**src/rtl/enc_pkg.sv**
```systemverilog
// -----------------------------------------------------------------------------
// enc_pkg
// Shared definitions for the encoder homing sequencer and its index path:
//   - count-mode encodings driven to the quadrature decoder
//   - fault codes reported in the status block
//   - sequencer state enum
//   - mode legality helper
// -----------------------------------------------------------------------------
package enc_pkg;

    // Count modes understood by the decoder's cnt_setting input
    localparam logic [2:0] ENC_MODE_X1 = 3'd0;
    localparam logic [2:0] ENC_MODE_X2 = 3'd1;
    localparam logic [2:0] ENC_MODE_X4 = 3'd2;

    // Fault codes
    localparam logic [1:0] ENC_FLT_NONE    = 2'd0;
    localparam logic [1:0] ENC_FLT_MODE    = 2'd1;
    localparam logic [1:0] ENC_FLT_TIMEOUT = 2'd2;

    // Homing sequencer states
    typedef enum logic [2:0] {
        ST_IDLE   = 3'd0,
        ST_SETTLE = 3'd1,
        ST_SEEK   = 3'd2,
        ST_LATCH  = 3'd3,
        ST_DONE   = 3'd4,
        ST_FAULT  = 3'd5
    } enc_state_t;

    // Only x1/x2/x4 exist; everything above x4 is rejected
    function automatic logic enc_mode_legal(input logic [2:0] mode);
        return (mode <= ENC_MODE_X4);
    endfunction

endpackage

```
**src/rtl/enc_index_sync.sv**
```systemverilog
// -----------------------------------------------------------------------------
// enc_index_sync
// Brings the asynchronous encoder Z input into the clock domain and produces a
// one-cycle pulse on each rising edge of the (optionally filtered) level.
//
// Build option: ENC_INDEX_FILTER_EN
//   defined   - the synchronized level must hold for IDX_FILT consecutive
//               samples before the filtered level follows it (both polarities);
//               the edge is taken on the filtered level.
//   undefined - the edge is taken directly on the synchronized level.
//
// Ports:
//   clock        in   clock
//   reset        in   asynchronous active-low reset
//   i_index_raw  in   raw encoder index (Z), asynchronous
//   o_rise       out  one-cycle pulse on an index rising edge
// -----------------------------------------------------------------------------
module enc_index_sync #(
    parameter int IDX_FILT = 4
) (
    input  logic clock,
    input  logic reset,
    input  logic i_index_raw,
    output logic o_rise
);

    logic r_sync1;
    logic r_sync2;
    logic r_lvl_prev;
    logic w_level;

    // Two-flop synchronizer
    always_ff @(posedge clock or negedge reset) begin
        if (!reset) begin
            r_sync1 <= 1'b0;
            r_sync2 <= 1'b0;
        end else begin
            r_sync1 <= i_index_raw;
            r_sync2 <= r_sync1;
        end
    end

`ifdef ENC_INDEX_FILTER_EN
    localparam logic [3:0] FILT_LAST = 4'(IDX_FILT - 1);

    logic       r_filt;
    logic [3:0] r_filt_cnt;

    // The counter tracks how long the synchronized level has disagreed with
    // the filtered level; any agreement restarts it, so only an unbroken run
    // of IDX_FILT samples flips the filtered level.
    always_ff @(posedge clock or negedge reset) begin
        if (!reset) begin
            r_filt     <= 1'b0;
            r_filt_cnt <= 4'd0;
        end else if (r_sync2 == r_filt) begin
            r_filt_cnt <= 4'd0;
        end else if (r_filt_cnt == FILT_LAST) begin
            r_filt     <= r_sync2;
            r_filt_cnt <= 4'd0;
        end else begin
            r_filt_cnt <= r_filt_cnt + 4'd1;
        end
    end

    assign w_level = r_filt;
`else
    // Filter depth is irrelevant here; an out-of-range value still blocks the
    // index path so a misconfigured build cannot home silently.
    localparam logic FILT_OK = (IDX_FILT >= 1) && (IDX_FILT <= 15);

    assign w_level = r_sync2 & FILT_OK;
`endif

    always_ff @(posedge clock or negedge reset) begin
        if (!reset) begin
            r_lvl_prev <= 1'b0;
        end else begin
            r_lvl_prev <= w_level;
        end
    end

    assign o_rise = w_level & ~r_lvl_prev;

endmodule

```
**src/rtl/encoder_home_seq.sv**
```systemverilog
// -----------------------------------------------------------------------------
// encoder_home_seq
// Homing sequencer and position accumulator for the quadrature decoder.
// On cmd_start it programs the decoder count mode, waits SETTLE_CYC cycles for
// the decoder pipeline, then seeks a fresh index rise and zeroes the position,
// capturing the pre-zero value in home_pos. Steps are accumulated continuously
// (except in the single latch cycle).
//
// Build option: ENC_INDEX_FILTER_EN (index glitch filter, see enc_index_sync).
//
// Ports:
//   clock        in   clock
//   reset        in   asynchronous active-low reset
//   step         in   one-cycle count event from the decoder
//   dir          in   0 = forward (+1), 1 = reverse (-1); valid with step
//   index_raw    in   asynchronous encoder Z input
//   cmd_start    in   start-homing pulse
//   cmd_abort    in   abort pulse (wins over cmd_start)
//   cfg_mode     in   requested count mode: 0 x1, 1 x2, 2 x4, others illegal
//   cfg_timeout  in   seek timeout in cycles, 0 = wait forever
//   cnt_setting  out  count mode driven to the decoder
//   position     out  accumulated position, two's complement, wraps
//   home_pos     out  position captured at the zeroing instant
//   busy         out  sequence in progress (SETTLE/SEEK/LATCH)
//   homed        out  last sequence completed
//   fault        out  last sequence failed
//   fault_code   out  0 none, 1 illegal mode, 2 timeout
// -----------------------------------------------------------------------------
module encoder_home_seq
    import enc_pkg::*;
#(
    parameter int POS_W      = 32,
    parameter int SETTLE_CYC = 4,
    parameter int TIMEOUT_W  = 24,
    parameter int IDX_FILT   = 4
) (
    input  logic                 clock,
    input  logic                 reset,
    input  logic                 step,
    input  logic                 dir,
    input  logic                 index_raw,
    input  logic                 cmd_start,
    input  logic                 cmd_abort,
    input  logic [2:0]           cfg_mode,
    input  logic [TIMEOUT_W-1:0] cfg_timeout,
    output logic [2:0]           cnt_setting,
    output logic [POS_W-1:0]     position,
    output logic [POS_W-1:0]     home_pos,
    output logic                 busy,
    output logic                 homed,
    output logic                 fault,
    output logic [1:0]           fault_code
);

    localparam logic [7:0] SETTLE_LAST = 8'(SETTLE_CYC - 1);

    enc_state_t           r_state;
    logic [7:0]           r_settle_cnt;
    logic [TIMEOUT_W-1:0] r_tmo_cnt;
    logic [2:0]           r_cnt_setting;
    logic [POS_W-1:0]     r_position;
    logic [POS_W-1:0]     r_home_pos;
    logic                 r_busy;
    logic                 r_homed;
    logic                 r_fault;
    logic [1:0]           r_fault_code;
    logic                 w_index_rise;
    logic                 w_tmo_hit;

    enc_index_sync #(
        .IDX_FILT (IDX_FILT)
    ) u_index_sync (
        .clock       (clock),
        .reset       (reset),
        .i_index_raw (index_raw),
        .o_rise      (w_index_rise)
    );

    // >= rather than == so that lowering cfg_timeout mid-seek still trips
    assign w_tmo_hit = (cfg_timeout != '0) && (r_tmo_cnt >= cfg_timeout);

    // Sequencer with registered status outputs
    always_ff @(posedge clock or negedge reset) begin
        if (!reset) begin
            r_state       <= ST_IDLE;
            r_settle_cnt  <= 8'd0;
            r_tmo_cnt     <= '0;
            r_cnt_setting <= ENC_MODE_X1;
            r_busy        <= 1'b0;
            r_homed       <= 1'b0;
            r_fault       <= 1'b0;
            r_fault_code  <= ENC_FLT_NONE;
        end else if (cmd_abort) begin
            // fault, fault_code and cnt_setting deliberately survive an abort
            r_state      <= ST_IDLE;
            r_settle_cnt <= 8'd0;
            r_tmo_cnt    <= '0;
            r_busy       <= 1'b0;
            r_homed      <= 1'b0;
        end else begin
            case (r_state)
                ST_IDLE, ST_DONE, ST_FAULT: begin
                    if (cmd_start) begin
                        if (!enc_mode_legal(cfg_mode)) begin
                            r_state      <= ST_FAULT;
                            r_homed      <= 1'b0;
                            r_fault      <= 1'b1;
                            r_fault_code <= ENC_FLT_MODE;
                        end else begin
                            r_state       <= ST_SETTLE;
                            r_cnt_setting <= cfg_mode;
                            r_settle_cnt  <= 8'd0;
                            r_busy        <= 1'b1;
                            r_homed       <= 1'b0;
                            r_fault       <= 1'b0;
                            r_fault_code  <= ENC_FLT_NONE;
                        end
                    end
                end

                ST_SETTLE: begin
                    if (r_settle_cnt == SETTLE_LAST) begin
                        r_state      <= ST_SEEK;
                        r_settle_cnt <= 8'd0;
                        r_tmo_cnt    <= '0;
                    end else begin
                        r_settle_cnt <= r_settle_cnt + 8'd1;
                    end
                end

                ST_SEEK: begin
                    if (w_index_rise) begin
                        r_state <= ST_LATCH;
                    end else if (w_tmo_hit) begin
                        r_state      <= ST_FAULT;
                        r_busy       <= 1'b0;
                        r_fault      <= 1'b1;
                        r_fault_code <= ENC_FLT_TIMEOUT;
                    end else if (r_tmo_cnt != '1) begin
                        r_tmo_cnt <= r_tmo_cnt + 1'b1;
                    end
                end

                ST_LATCH: begin
                    r_state <= ST_DONE;
                    r_busy  <= 1'b0;
                    r_homed <= 1'b1;
                end

                default: begin
                    r_state <= ST_IDLE;
                    r_busy  <= 1'b0;
                end
            endcase
        end
    end

    // Position accumulator; the latch cycle zeroes it and drops any step
    always_ff @(posedge clock or negedge reset) begin
        if (!reset) begin
            r_position <= '0;
            r_home_pos <= '0;
        end else if (r_state == ST_LATCH) begin
            r_home_pos <= r_position;
            r_position <= '0;
        end else if (step) begin
            if (dir) begin
                r_position <= r_position - 1'b1;
            end else begin
                r_position <= r_position + 1'b1;
            end
        end
    end

    assign cnt_setting = r_cnt_setting;
    assign position    = r_position;
    assign home_pos    = r_home_pos;
    assign busy        = r_busy;
    assign homed       = r_homed;
    assign fault       = r_fault;
    assign fault_code  = r_fault_code;

endmodule

```
**config.mk**
```make
export PLATFORM = sky130hd
export DESIGN_NAME = encoder_home_seq
export DESIGN_NICKNAME = d
export VERILOG_FILES = /design/src/rtl/enc_pkg.sv /design/src/rtl/enc_index_sync.sv /design/src/rtl/encoder_home_seq.sv
export SDC_FILE = /design/constraint.sdc
export NUM_CORES = 1
export LEC_CHECK = 0
export CORE_AREA = 3 3 140 142
export DETAILED_ROUTE_END_ITERATION = 10
export DIE_AREA = 0 0 143 145
export SLEW_MARGIN = 20
export SYNTH_ARGS = -nofsm -noshare
export SYNTH_HDL_FRONTEND = slang
export SYNTH_HIERARCHICAL = 1
export SYNTH_SLANG_ARGS = --single-unit
```
**constraint.sdc**
```tcl
create_clock -name clock -period 4.9 [get_ports clock]
set_input_delay 0.98 -clock clock [delete_from_list [all_inputs] [get_ports clock]]
set_output_delay 0.98 -clock clock [all_outputs]
set_load 0.005 [all_outputs]
```
After elaboration in Yosys (flattened, before gate mapping)
Cells that the tools add are included.
Cells by class
  add/sub/neg operators: 4
  order comparisons: 2
  equal/unequal tests: 19
  muxes and demuxes: 40
  bitwise operators: 3
  reduce and logical (&&, ||, !) cells: 16
Operator list (count)
  two-way mux 24 bit: 5
  two-way mux 32 bit: 3
  case mux 24 bit (2 select lines): 1
  adder 32 x 1 -> 32 bit (second input constant): 1
  two-way mux 8 bit: 4
  subtractor 32 x 1 -> 32 bit (second input constant): 1
  adder 24 x 1 -> 24 bit (second input constant): 1
  >= comparator 24 bit: 1
  inequality test 24 bit (second input constant): 1
  nonzero test 24 bit: 1
  inequality test 3 bit (second input constant): 7
  two-way mux 3 bit: 6
  case mux 8 bit (2 select lines): 1
  AND reduction 5 bit: 3
  two-way mux 1 bit: 12
  case mux 3 bit (4 select lines): 1
  nonzero test 3 bit: 3
  adder 8 x 1 -> 8 bit (second input constant): 1
  equality test 8 x 2 -> 1 bit (second input constant): 1
  inequality test 2 bit (second input constant): 4
  equality test 3 x 2 -> 1 bit (second input constant): 2
  equality test 3 bit (second input constant): 2
  two-way mux 2 bit: 3
  AND reduction 3 bit: 2
  14 further kinds: 17
Storage, ports and cells
  register bits after elaboration: 110
  output and inout bits: 72
  word-level logic and storage cells: 97

Longest topological paths before layout
  depth after elaboration: 6
  depth in mapped cells: 13
  mapped depth without buffers: 11

By module
The synthesis kept the hierarchy.
Modules (own cells, without submodules)
  encoder_home_seq: times used 1, cells each 781, area each 6936.7 µm²
  enc_index_sync: times used 1, cells each 4, area each 88.8 µm²

Least setup slack after synthesis
No wires, ideal clock.
  path type: in2reg
  start point: input dir
  end point: register r_position[30] (netlist: position[30])
  library setup time: 0.132 ns
  arrival: 3.117 ns
  path slack: 1.652 ns
  stages on the path: 10
  path buffers: 0
  cells stage by stage: ha_1 -> a2111oi_4 -> a22o_4 -> a2111oi_2 -> o31ai_2 -> a31oi_2 -> a221o_1 -> xor2_1 -> mux2i_1 -> nor2_1
On the way
  cells in the longest elaborated chain, start to end: 3
RTL lines
  from (decl): line encoder_home_seq.sv:40  | input logic dir,
  two-way mux 32 bit: line encoder_home_seq.sv:167  | if (dir) begin
  two-way mux 32 bit: line encoder_home_seq.sv:166  | end else if (step) begin
  two-way mux 32 bit: line encoder_home_seq.sv:163  | end else if (r_state == ST_LATCH) begin
  to (signal assigned): line encoder_home_seq.sv:168  | r_position <= r_position - 1'b1;
  to (signal assigned): line encoder_home_seq.sv:170  | r_position <= r_position + 1'b1;
  to (decl): line encoder_home_seq.sv:61  | logic [POS_W-1:0] r_position;
No other way between the ends. The select of a mux whose other input is x is not followed.
A chain may end at the register's enable or synchronous reset.

Final worst setup path
Ends and elaborated chain as after synthesis.

==> impl_metrics.ini <==
[sta]
tightest_slew_ns = 0.954
fin_worst_skew_ns = 0.0113
rsz0062_at_grt = false
final.min_clock_period_ns = 3.85
setup-tns-final_ns = 0
maxClockFrequency_mhz = 259
finalSetupViolations = 0
period_share = 0.787
slew-limit-headroom = 0.364
layout_setup_ws_ns = 1.05
finalHoldViolCount = 0
drv_slew = 0

[finish]
nNetsFinal = 977
area_growth_pct = 23.7
layout-drive-gt1-share = 0.0572
final_common_cell = nand2_1
num_antenna_cells = 0
fill_cells = 1803
layout.cells.non_filler = 1125
stdcell_area_um2 = 8690
final_cell_mix = 153 x nand2_1, 110 x dfrtp_1, 103 x clkdlybuf4s50_1, 56 x ha_1, 55 x nor2_1

[cts]
cts_tree = yes
ctsHoldBuffers = 0
post_cts_buffers = 0
cts_sinks = 110
clockBufferDepth = 2
cts_root_buffer = clkbuf_16
numCtsBuffers = 9
cts_resized = 0
cts.clk_slew.worst_paths_ns = 0.07
clk_latency_ns = 0.35
h-tree-depth = 3

[global_route]
grt_use_total = 0.179
grt_pass1_vias = 6121
grt_pass1_wl_mm = 30.8
antenna_found_initial = 0
overflow = 0
grt_max_degree = 72

[synth]
synth-seq-cells = 110
synth_area_um2 = 7030
ys_dominant_reg_cell = dfrtp_1
synth.distinct_cells = 76
synth-edff-count = 0
seq_area_frac_synth = 0.392
synth_warnings = 6
syn_area_per_cell_um2 = 8.95
async_reset_ff_frac = 1.00
syn_inst = 785
syn-num-nets = 876

[power]
switchingPower_mw = 1.86
power_density_nw_per_um2 = 557
swShare = 0.385
seq_power_share = 0.311
p_leak_nw = 4.06
p_int_mw = 2.97
p_clk_frac = 0.178
peakVddDrop_mv = 0.271
p_comb_frac = 0.511

[min_path]
whs_path_depth = 0
worstHoldPathType = register to register

[detailed_routing]
routed_wl_mm = 17.8
drcViolationCount = 0
viasPerCell = 5.45
wl_per_cell_um = 15.9
final_antenna_net_count = 0
route.vias.total = 6128
drt-initial-drc-count = 299
first_pass_iters = 4

[floorplanning]
die_w_um = 143
core_area_um2 = 18600
design.die.area_um2 = 20700
io_pins = 106
placementRows = 50
start_util = 0.378
dieHeight_um = 145

[outcome]
status = finished clean

[setup_path]
crit_fanout = 24
worstPathRequired_ns = 5.11
rr_worst_depth = 9
critPathKind = primary input to register
arrival_ns = 4.06
cp-start-kind = primary input
endpoint_kind = register

[placed_design]
dp_cells = 1109
place_area_um2 = 8340
dp_slack_ns = 0.657
hpwl_mm = 12.7
gp_congestion = 0.880
port_buffers = 105

[flow_run]
max-cap-violations = 0
-- registers in the layout (all words and copies together) (netlist names) --
name	count
home_pos	32
position	32
r_tmo_cnt	24
r_settle_cnt	8
cnt_setting	3
r_state	3
fault_code	2
busy	1
fault	1
homed	1
u_index_sync/r_lvl_prev	1
u_index_sync/r_sync1	1
u_index_sync/r_sync2	1
-- cells by family after synthesis --
| kind of cell | Yosys count | share of synthesized area |
|---|---|---|
| xor gates and xnor gates | 30 | 0.0374 |
| adders and majority gates | 57 | 0.103 |
| and+or+nand+nor | 314 | 0.205 |
| AOI/OAI and AO/OA | 186 | 0.191 |
| DFF | 110 | 0.392 |
| muxes | 27 | 0.0388 |
| buffers and inverters | 61 | 0.0342 |
-- path summary, 6_finish.rpt --
kind,startpoint,to,slack [ns]
worst max register to register,r_tmo_cnt[6]$_DFFE_PN0P_,r_tmo_cnt[10]$_DFFE_PN0P_,1.50
min in group asynchronous,reset,r_tmo_cnt[18]$_DFFE_PN0P_,0.67
worst max-delay path,dir,position[30]$_DFFE_PN0P_,1.05
worst min-delay path,u_index_sync/r_sync1$_DFF_PN0_,u_index_sync/r_sync2$_DFF_PN0_,0.35
worst min register to register,u_index_sync/r_sync1$_DFF_PN0_,u_index_sync/r_sync2$_DFF_PN0_,0.35
max in group asynchronous,reset,position[18]$_DFFE_PN0P_,3.46
-- cell usage after synthesis, types with 2 or more instances --
master | count | area [µm²]
nand2_1 | 153 | 574
dfrtp_1 | 110 | 2750
ha_1 | 56 | 701
nor2_1 | 56 | 210
a21oi_1 | 38 | 190
inv_1 | 35 | 131
o21ai_0 | 29 | 145
a21o_1 | 25 | 188
mux2i_1 | 25 | 250
nand3_1 | 23 | 115
xnor2_1 | 19 | 166
clkbuf_1 | 17 | 63.8
a31oi_1 | 12 | 75.1
nand4_1 | 12 | 75.1
nor4_1 | 12 | 75.1
and3_1 | 11 | 68.8
xor2_1 | 11 | 96.3
nor3_1 | 10 | 50.1
o211ai_1 | 9 | 67.6
o21ai_1 | 7 | 35.0
a32oi_1 | 6 | 52.6
buf_2 | 6 | 30.0
nand2b_1 | 6 | 37.5
o311ai_0 | 6 | 52.6
o22ai_1 | 5 | 31.3
o41ai_1 | 5 | 43.8
a211oi_1 | 4 | 30.0
o21bai_1 | 4 | 30.0
o311ai_1 | 4 | 35.0
or3_1 | 4 | 25.0
and2_1 | 3 | 18.8
and4_1 | 3 | 26.3
nand3b_1 | 3 | 22.5
nor2b_1 | 3 | 18.8
o31ai_1 | 3 | 22.5
or2_2 | 3 | 18.8
a2111oi_2 | 2 | 30.0
mux2_2 | 2 | 22.5
o21a_1 | 2 | 15.0
o21ba_2 | 2 | 20.0
o221ai_1 | 2 | 17.5
o31ai_2 | 2 | 25.0
or2_1 | 2 | 12.5
-- area by class of cell --
| type | instances | area, µm² | area share |
|---|---|---|---|
| clock buffers | 11 | 243 | 0.0279 |
| well taps | 234 | 293 | 0.0337 |
| flip-flops and latches | 110 | 2750 | 0.317 |
| inverters | 36 | 135 | 0.0156 |
| multi-input cells | 614 | 4040 | 0.465 |
| repair buffers | 115 | 1120 | 0.129 |
| clock inverters | 5 | 106 | 0.0122 |
-- power groups by stage --
stage / combinational, mW / clock, mW / sequential [mW]
after floorplan: 1.55 / 0 / 1.46
after global placement: 2.47 / 0 / 1.53
after detailed placement: 2.48 / 0 / 1.52
after CTS: 2.50 / 0.885 / 1.51
after global routing: 2.77 / 0.924 / 1.56
final: 2.47 / 0.858 / 1.50
-- routing by layer --
layer	global-route usage	share of wire
met3	0.0323	0.037
met1	0.252	0.48
met5	0	0
met2	0.282	0.47
met4	0.0523	0.014
-- stage by stage --
step / hold slack [ns] / utilization / power [mW]
2_1_floorplan: 0.331 / - / 3.01
3_3_place_gp: 0.334 / 0.449 / 3.99
3_5_place_dp: 0.336 / 0.449 / 4.00
4_1_cts: 0.357 / 0.468 / 4.90
5_1_grt: 0.367 / 0.468 / 5.25
6_report: 0.353 / 0.468 / 4.84
-- worst max-delay path: stages --
cell	delay (ns)
clkdlybuf4s50_1	0.46
buf_4	0.30
ha_1	0.40
a2111oi_4	0.49
a22o_4	0.21
a2111oi_2	0.06
o31ai_2	0.31
a31oi_2	0.16
a221o_1	0.36
xor2_1	0.14
mux2i_1	0.13
nor2_1	0.05
Note: power is estimated with default switching activity, not from simulation.
